<file path="src/rtl/sc_phase_gen.sv">
// Non-overlapping two-phase clock generator (phi1/phi2 plus early phases) for NCH SC channels.
// Optional build macro SC_PHASE_INTERLEAVE_EN: odd channels get swapped phases, settle twice/frame.
module sc_phase_gen #(
  parameter int unsigned NCH      = 2,
  parameter int unsigned CNT_W    = 8,
  parameter int unsigned RST_HALF = 8,
  parameter int unsigned RST_DEAD = 1
) (
  input  logic             i_clk,
  input  logic             i_rst,
  input  logic             i_en,
  input  logic [CNT_W-1:0] i_cfg_half,
  input  logic [CNT_W-1:0] i_cfg_dead,
  input  logic [NCH-1:0]   i_cfg_mask,
  input  logic             i_cfg_load,
  output logic             o_cfg_ack,
  output logic [NCH-1:0]   o_phi1,
  output logic [NCH-1:0]   o_phi1e,
  output logic [NCH-1:0]   o_phi2,
  output logic [NCH-1:0]   o_phi2e,
  output logic             o_settle,
  output logic             o_busy
);

`ifdef SC_PHASE_INTERLEAVE_EN
  localparam bit IntlvEn = 1'b1;
`else
  localparam bit IntlvEn = 1'b0;
`endif

  localparam logic [CNT_W-1:0] MinHalf  = CNT_W'(2);
  localparam logic [CNT_W-1:0] MinDead  = CNT_W'(1);
  localparam logic [CNT_W-1:0] RstHalfC = (RST_HALF < 2) ? CNT_W'(2) : CNT_W'(RST_HALF);
  localparam logic [CNT_W-1:0] RstDeadC = (RST_DEAD < 1) ? CNT_W'(1) : CNT_W'(RST_DEAD);
  localparam logic [CNT_W-1:0] CntOne   = CNT_W'(1);

  typedef enum logic [2:0] {StIdle, StP1, StD12, StP2, StD21} state_e;

  function automatic logic [CNT_W-1:0] f_clamp(input logic [CNT_W-1:0] v,
                                                input logic [CNT_W-1:0] lo);
    return (v < lo) ? lo : v;
  endfunction

  state_e           r_state, w_state_nxt;
  logic [CNT_W-1:0] r_cnt, w_cnt_nxt;

  // Active configuration, only ever changed at a frame boundary or in idle
  logic [CNT_W-1:0] r_half, r_dead;
  logic [NCH-1:0]   r_mask;
  logic [CNT_W-1:0] r_sh_half, r_sh_dead;
  logic [NCH-1:0]   r_sh_mask;
  logic             r_sh_valid;

  logic             r_cfg_ack;
  logic [NCH-1:0]   r_phi1, r_phi1e, r_phi2, r_phi2e;
  logic             r_settle;

  logic             w_frame_end;
  logic             w_apply;
  logic [CNT_W-1:0] w_half_nxt, w_dead_nxt;
  logic [NCH-1:0]   w_mask_nxt;
  logic             w_in_p1, w_in_p1e, w_in_p2, w_in_p2e;
  logic [NCH-1:0]   w_phi1, w_phi1e, w_phi2, w_phi2e;
  logic             w_settle;

  assign w_frame_end = (r_state == StD21) && (r_cnt == '0);
  assign w_apply     = r_sh_valid && ((r_state == StIdle) || w_frame_end);
  assign w_half_nxt  = w_apply ? r_sh_half : r_half;
  assign w_dead_nxt  = w_apply ? r_sh_dead : r_dead;
  assign w_mask_nxt  = w_apply ? r_sh_mask : r_mask;

  always_comb begin
    w_state_nxt = r_state;
    w_cnt_nxt   = r_cnt;
    unique case (r_state)
      StIdle: begin
        if (i_en) begin
          w_state_nxt = StP1;
          w_cnt_nxt   = w_half_nxt - CntOne;
        end
      end
      StP1: begin
        if (r_cnt == '0) begin
          w_state_nxt = StD12;
          w_cnt_nxt   = r_dead - CntOne;
        end else begin
          w_cnt_nxt = r_cnt - CntOne;
        end
      end
      StD12: begin
        if (r_cnt == '0) begin
          w_state_nxt = StP2;
          w_cnt_nxt   = r_half - CntOne;
        end else begin
          w_cnt_nxt = r_cnt - CntOne;
        end
      end
      StP2: begin
        if (r_cnt == '0) begin
          w_state_nxt = StD21;
          w_cnt_nxt   = r_dead - CntOne;
        end else begin
          w_cnt_nxt = r_cnt - CntOne;
        end
      end
      StD21: begin
        if (r_cnt == '0) begin
          w_state_nxt = i_en ? StP1 : StIdle;
          w_cnt_nxt   = i_en ? (w_half_nxt - CntOne) : '0;
        end else begin
          w_cnt_nxt = r_cnt - CntOne;
        end
      end
      default: begin
        w_state_nxt = StIdle;
        w_cnt_nxt   = '0;
      end
    endcase
  end

  // Outputs are decoded from next state so they register in step with the FSM
  assign w_in_p1  = (w_state_nxt == StP1);
  assign w_in_p1e = w_in_p1 && (w_cnt_nxt != '0);
  assign w_in_p2  = (w_state_nxt == StP2);
  assign w_in_p2e = w_in_p2 && (w_cnt_nxt != '0);

  always_comb begin
    w_phi1  = '0;
    w_phi1e = '0;
    w_phi2  = '0;
    w_phi2e = '0;
    for (int c = 0; c < NCH; c++) begin
      if (IntlvEn && (c % 2 == 1)) begin
        w_phi1[c]  = w_mask_nxt[c] & w_in_p2;
        w_phi1e[c] = w_mask_nxt[c] & w_in_p2e;
        w_phi2[c]  = w_mask_nxt[c] & w_in_p1;
        w_phi2e[c] = w_mask_nxt[c] & w_in_p1e;
      end else begin
        w_phi1[c]  = w_mask_nxt[c] & w_in_p1;
        w_phi1e[c] = w_mask_nxt[c] & w_in_p1e;
        w_phi2[c]  = w_mask_nxt[c] & w_in_p2;
        w_phi2e[c] = w_mask_nxt[c] & w_in_p2e;
      end
    end
  end

  always_comb begin
    w_settle = (w_state_nxt == StD21) && (r_state != StD21);
    if (IntlvEn) begin
      w_settle = w_settle || ((w_state_nxt == StD12) && (r_state != StD12));
    end
  end

  always_ff @(posedge i_clk or posedge i_rst) begin
    if (i_rst) begin
      r_state <= StIdle;
      r_cnt   <= '0;
    end else begin
      r_state <= w_state_nxt;
      r_cnt   <= w_cnt_nxt;
    end
  end

  // A load coinciding with application keeps the new value pending for the next boundary
  always_ff @(posedge i_clk or posedge i_rst) begin
    if (i_rst) begin
      r_half     <= RstHalfC;
      r_dead     <= RstDeadC;
      r_mask     <= '1;
      r_sh_half  <= RstHalfC;
      r_sh_dead  <= RstDeadC;
      r_sh_mask  <= '1;
      r_sh_valid <= 1'b0;
      r_cfg_ack  <= 1'b0;
    end else begin
      r_half    <= w_half_nxt;
      r_dead    <= w_dead_nxt;
      r_mask    <= w_mask_nxt;
      r_cfg_ack <= w_apply;
      if (i_cfg_load) begin
        r_sh_half  <= f_clamp(i_cfg_half, MinHalf);
        r_sh_dead  <= f_clamp(i_cfg_dead, MinDead);
        r_sh_mask  <= i_cfg_mask;
        r_sh_valid <= 1'b1;
      end else if (w_apply) begin
        r_sh_valid <= 1'b0;
      end
    end
  end

  always_ff @(posedge i_clk or posedge i_rst) begin
    if (i_rst) begin
      r_phi1   <= '0;
      r_phi1e  <= '0;
      r_phi2   <= '0;
      r_phi2e  <= '0;
      r_settle <= 1'b0;
    end else begin
      r_phi1   <= w_phi1;
      r_phi1e  <= w_phi1e;
      r_phi2   <= w_phi2;
      r_phi2e  <= w_phi2e;
      r_settle <= w_settle;
    end
  end

  assign o_cfg_ack = r_cfg_ack;
  assign o_phi1    = r_phi1;
  assign o_phi1e   = r_phi1e;
  assign o_phi2    = r_phi2;
  assign o_phi2e   = r_phi2e;
  assign o_settle  = r_settle;
  assign o_busy    = (r_state != StIdle);

endmodule

</file>
<file path="config.mk">
export PLATFORM = sky130hd
export DESIGN_NAME = sc_phase_gen
export DESIGN_NICKNAME = d
export VERILOG_FILES = /design/src/rtl/sc_phase_gen.sv
export SDC_FILE = /design/constraint.sdc
export NUM_CORES = 1
export LEC_CHECK = 0
export CORE_UTILIZATION = 45
export CTS_BUF_LIST = sky130_fd_sc_hd__clkbuf_8
export CTS_CLUSTER_DIAMETER = 50
export DETAILED_ROUTE_END_ITERATION = 16
export HOLD_SLACK_MARGIN = 0.02
export PLACE_DENSITY = 0.71
export SLEW_MARGIN = 25
export SYNTH_ARGS = -nofsm -noshare
export SYNTH_HDL_FRONTEND = slang
export SYNTH_SLANG_ARGS = --single-unit
export TNS_END_PERCENT = 100
</file>
<file path="constraint.sdc">
create_clock -name i_clk -period 4.1 [get_ports i_clk]
set_input_delay 1.23 -clock i_clk [delete_from_list [all_inputs] [get_ports i_clk]]
set_output_delay 1.23 -clock i_clk [all_outputs]
set_load 0.02 [all_outputs]
</file>
==> run summary <==
Relative slew slack: 0.417
Root buf cell: clkbuf_8
Primary FF master, synth: dfrtp_1
Hold path depth: 2
Synthesized Nets: 383
Avg WL per Cell: 16.8 um
Final setup fails: 0
Site Rows: 31
Worst-skew pair later-pin latency: 0.34 ns
Leading post-synthesis cells by cell area: dfrtp_1 36%, dfstp_2 6.1%, nand2_1 5.6%, mux2_2 4.3%, xnor2_1 3.3%
Worst reg2reg path endpoint: o_phi1e[1]$_DFF_PP0_
DP Cell Count: 482
Die area: 0.00798 mm^2
List of most frequent post-synthesis cells: 51 x nand2_1, 50 x dfrtp_1, 28 x inv_1, 19 x o21ai_0, 16 x nor2_1
Mapped cell area: 0.00343 mm^2
CP Data Required Time: 4.31 ns
Post-CTS sizing: 0
Hold slack: 0.465 ns
Period utilization: 0.923
HPWL Detailed: 6230 um
Clock buffer depth: 2
Via count: 2,847
Largest net degree at the start of global routing: 59
Fin nets: 421
R2r startpoint: r_cnt[0]$_DFF_PP0_
CP startpoint kind: register
Post-route ant nets: 0
Clock Skew: 0.00642 ns
Fmax: 264 MHz
R2R depth: 16
Die H: 89.3 um
CP max stage delay: 0.52 ns
Post-route insts no fill: 498
IO Pins: 33
H-tree lvl count: 3
DR DRC count: 0
Final min period: 3.79 ns
Hold Crit Class: register to register
Start point of the worst hold path: r_sh_dead[7]$_DFFE_PP0P_
Yosys warnings: 0
# Max-Cap Violations: 0
Post-synthesis average cell area: 9.64 um^2
Tot GR Track Use: 0.233
Vias/cell: 5.72
First-pass GRT wire length: 13,600 um
Post-Route Setup TNS: 0 ns
Hold_buf cts: 0
Register area share after synthesis: 0.426
Core Util, Final: 0.557
R2r setup slk: 0.31 ns
Horiz. Die Dim: 89.3 um
Final instance area: 0.00408 mm^2
Final Slew Violations: 0
Most common cell in the synthesized netlist: nand2_1
Initial Util: 0.468
Final Hold Vio Count: 0
Unique cell type count in the Yosys netlist: 69
Share of the synthesized area in the top cell type: 0.365
Post-Synthesis Cells: 356
CP Cell Sequence: inv_1 -> ha_1 -> or3b_2 -> o21ai_4 -> nand2_4 -> inv_2 -> buf_4 -> a21oi_1 -> ha_1 -> nor3b_1 -> xnor2_1 -> nand2_1 -> o221ai_1 -> o2111ai_1 -> nor4_4 -> a311oi_1
Vias in the first global route: 2,668
Pre-CTS WS: 0.386 ns
Synth-to-layout area growth: 18.9%
Share of flip-flops with an asynchronous set or reset: 1.00
GPL Wtd Cong: 0.943
Drt pass-1 iters: 5
Status: completed
Initial antenna violation count: 0
Num CTS Buffers: 9
IO Port Bufs: 32
Crit Path Max Fanout: 19
Critical Path Most Common Cell: ha_1
Total grt overflow: 0
Crit Path Category: register to register
Core ar.: 0.00733 mm^2
Total clock sinks: 58
Post-DP Area: 0.00385 mm^2
Post-Route WL: 8380 um
IR drop worst, VDD: 261 uV
Worst Tran Pin Value: 0.872 ns
Clock transition at path regs: 0.07 ns
EDFF count, synth: 0
WHS Endpoint: r_dead[7]$_DFFE_PP0N_
Slowest CP cell: or3b_2
Worst Slack Setup Final: 0.315 ns
Post-CTS Setup Repair Bufs: 0
Total chip power: 1.28 mW
Ratio of cells with drive above 1 in the final layout: 0.173
Cell leakage power: 1.80 nW
Ant. Diodes: 0
RSZ-0062 raised after global routing: no
DR iter-0 viols: 165
Pwr/cell area: 315 mW/mm^2
Layout fillers: 652
CP Capture Type: register
CP arrival: 3.99 ns
FF+latch count, synth: 58
Area leader, netlist: dfrtp_1
CTS tree: yes
how the worst max path moves through the flow:
stage | endpoint | cells after the start | from
floorplan | o_phi1e[0]$_DFF_PP0_ | 17 | r_cnt[0]$_DFF_PP0_
global placement | o_phi1e[0]$_DFF_PP0_ | 16 | r_cnt[0]$_DFF_PP0_
detailed placement | o_phi1e[1]$_DFF_PP0_ | 16 | r_cnt[0]$_DFF_PP0_
CTS | o_phi1e[1]$_DFF_PP0_ | 16 | r_cnt[0]$_DFF_PP0_
global route | o_phi2e[0]$_DFF_PP0_ | 16 | r_cnt[0]$_DFF_PP0_
finish | o_phi1e[1]$_DFF_PP0_ | 16 | r_cnt[0]$_DFF_PP0_
state kept, by name, indices dropped and copies added, names as in the netlist:
register and flops:
r_cnt 8, r_dead 8, r_half 8, r_sh_dead 8, r_sh_half 8, r_state 3
o_phi1 2, o_phi1e 2, o_phi2 2, o_phi2e 2, r_mask 2, r_sh_mask 2
o_cfg_ack 1, o_settle 1, r_sh_valid 1
power by group:
group | switching (mW) | internal, mW
combinational | 0.0317 | 0.0398
clock | 0.232 | 0.373
sequential | 0.0151 | 0.593
per-layer routing:
layer / up-vias / global-route usage / share of wire
li1: 1358 / - / -
met1: 1354 / 0.316 / 0.46
met2: 118 / 0.355 / 0.45
met3: 17 / 0.0711 / 0.065
met4: 0 / 0.0765 / 0.020
met5: - / 0 / 0
cell usage in the layout (no fill, tap or decap), types with 3 or more instances in the layout:
master	netlist	final
a211oi_1	3	3
o21ai_0	19	19
ha_1	5	5
o21a_1	3	3
nor3b_1	12	12
o211ai_1	5	5
or4_1	3	3
buf_4	0	7
nor3_1	11	11
nor2_1	16	16
dfstp_2	8	8
a31oi_1	6	6
nand2_1	51	51
a21oi_1	12	12
clkdlybuf4s50_1	0	32
dfrtp_1	50	50
nand3_1	9	9
mux2_2	13	13
inv_1	28	28
inv_2	2	3
o2111ai_1	3	3
o22ai_1	4	4
o221ai_1	3	3
nor4_1	5	5
xnor2_1	13	13
xor2_1	4	4
clkbuf_8	3	11
nor4_4	3	3
critical path, delay by kind of cell, from the launching register on:
| family | cells | cell delay [ns] |
|---|---|---|
| buffers and inverters | 3 | 0.43 |
| XOR/XNOR | 1 | 0.14 |
| AND/OR/NAND/NOR | 5 | 1.25 |
| flip-flops | 1 | 0.43 |
| AO/OA/AOI/OAI | 5 | 0.96 |
| adder cells (fa/ha/maj) | 2 | 0.43 |
area by class of cell:
class,instances,area (um^2),area share
Clock buffer,11,151,0.0371
Clock inverter,5,77.6,0.0190
Inverter,30,113,0.0276
Multi-Input combinational cell,255,1760,0.432
Sequential cell,58,1460,0.358
Tap cell,99,124,0.0303
Timing Repair Buffer,40,393,0.0963
cells by family after synthesis:
| family | synth area share |
|---|---|
| AND/OR/NAND/NOR | 0.203 |
| AO/OA/AOI/OAI | 0.197 |
| flip-flops | 0.426 |
| buffers and inverters | 0.0609 |
| XOR/XNOR | 0.0434 |
| multiplexers | 0.0518 |
| adder cells (fa/ha/maj) | 0.0182 |
Note: power is estimated with default switching activity, not from simulation.
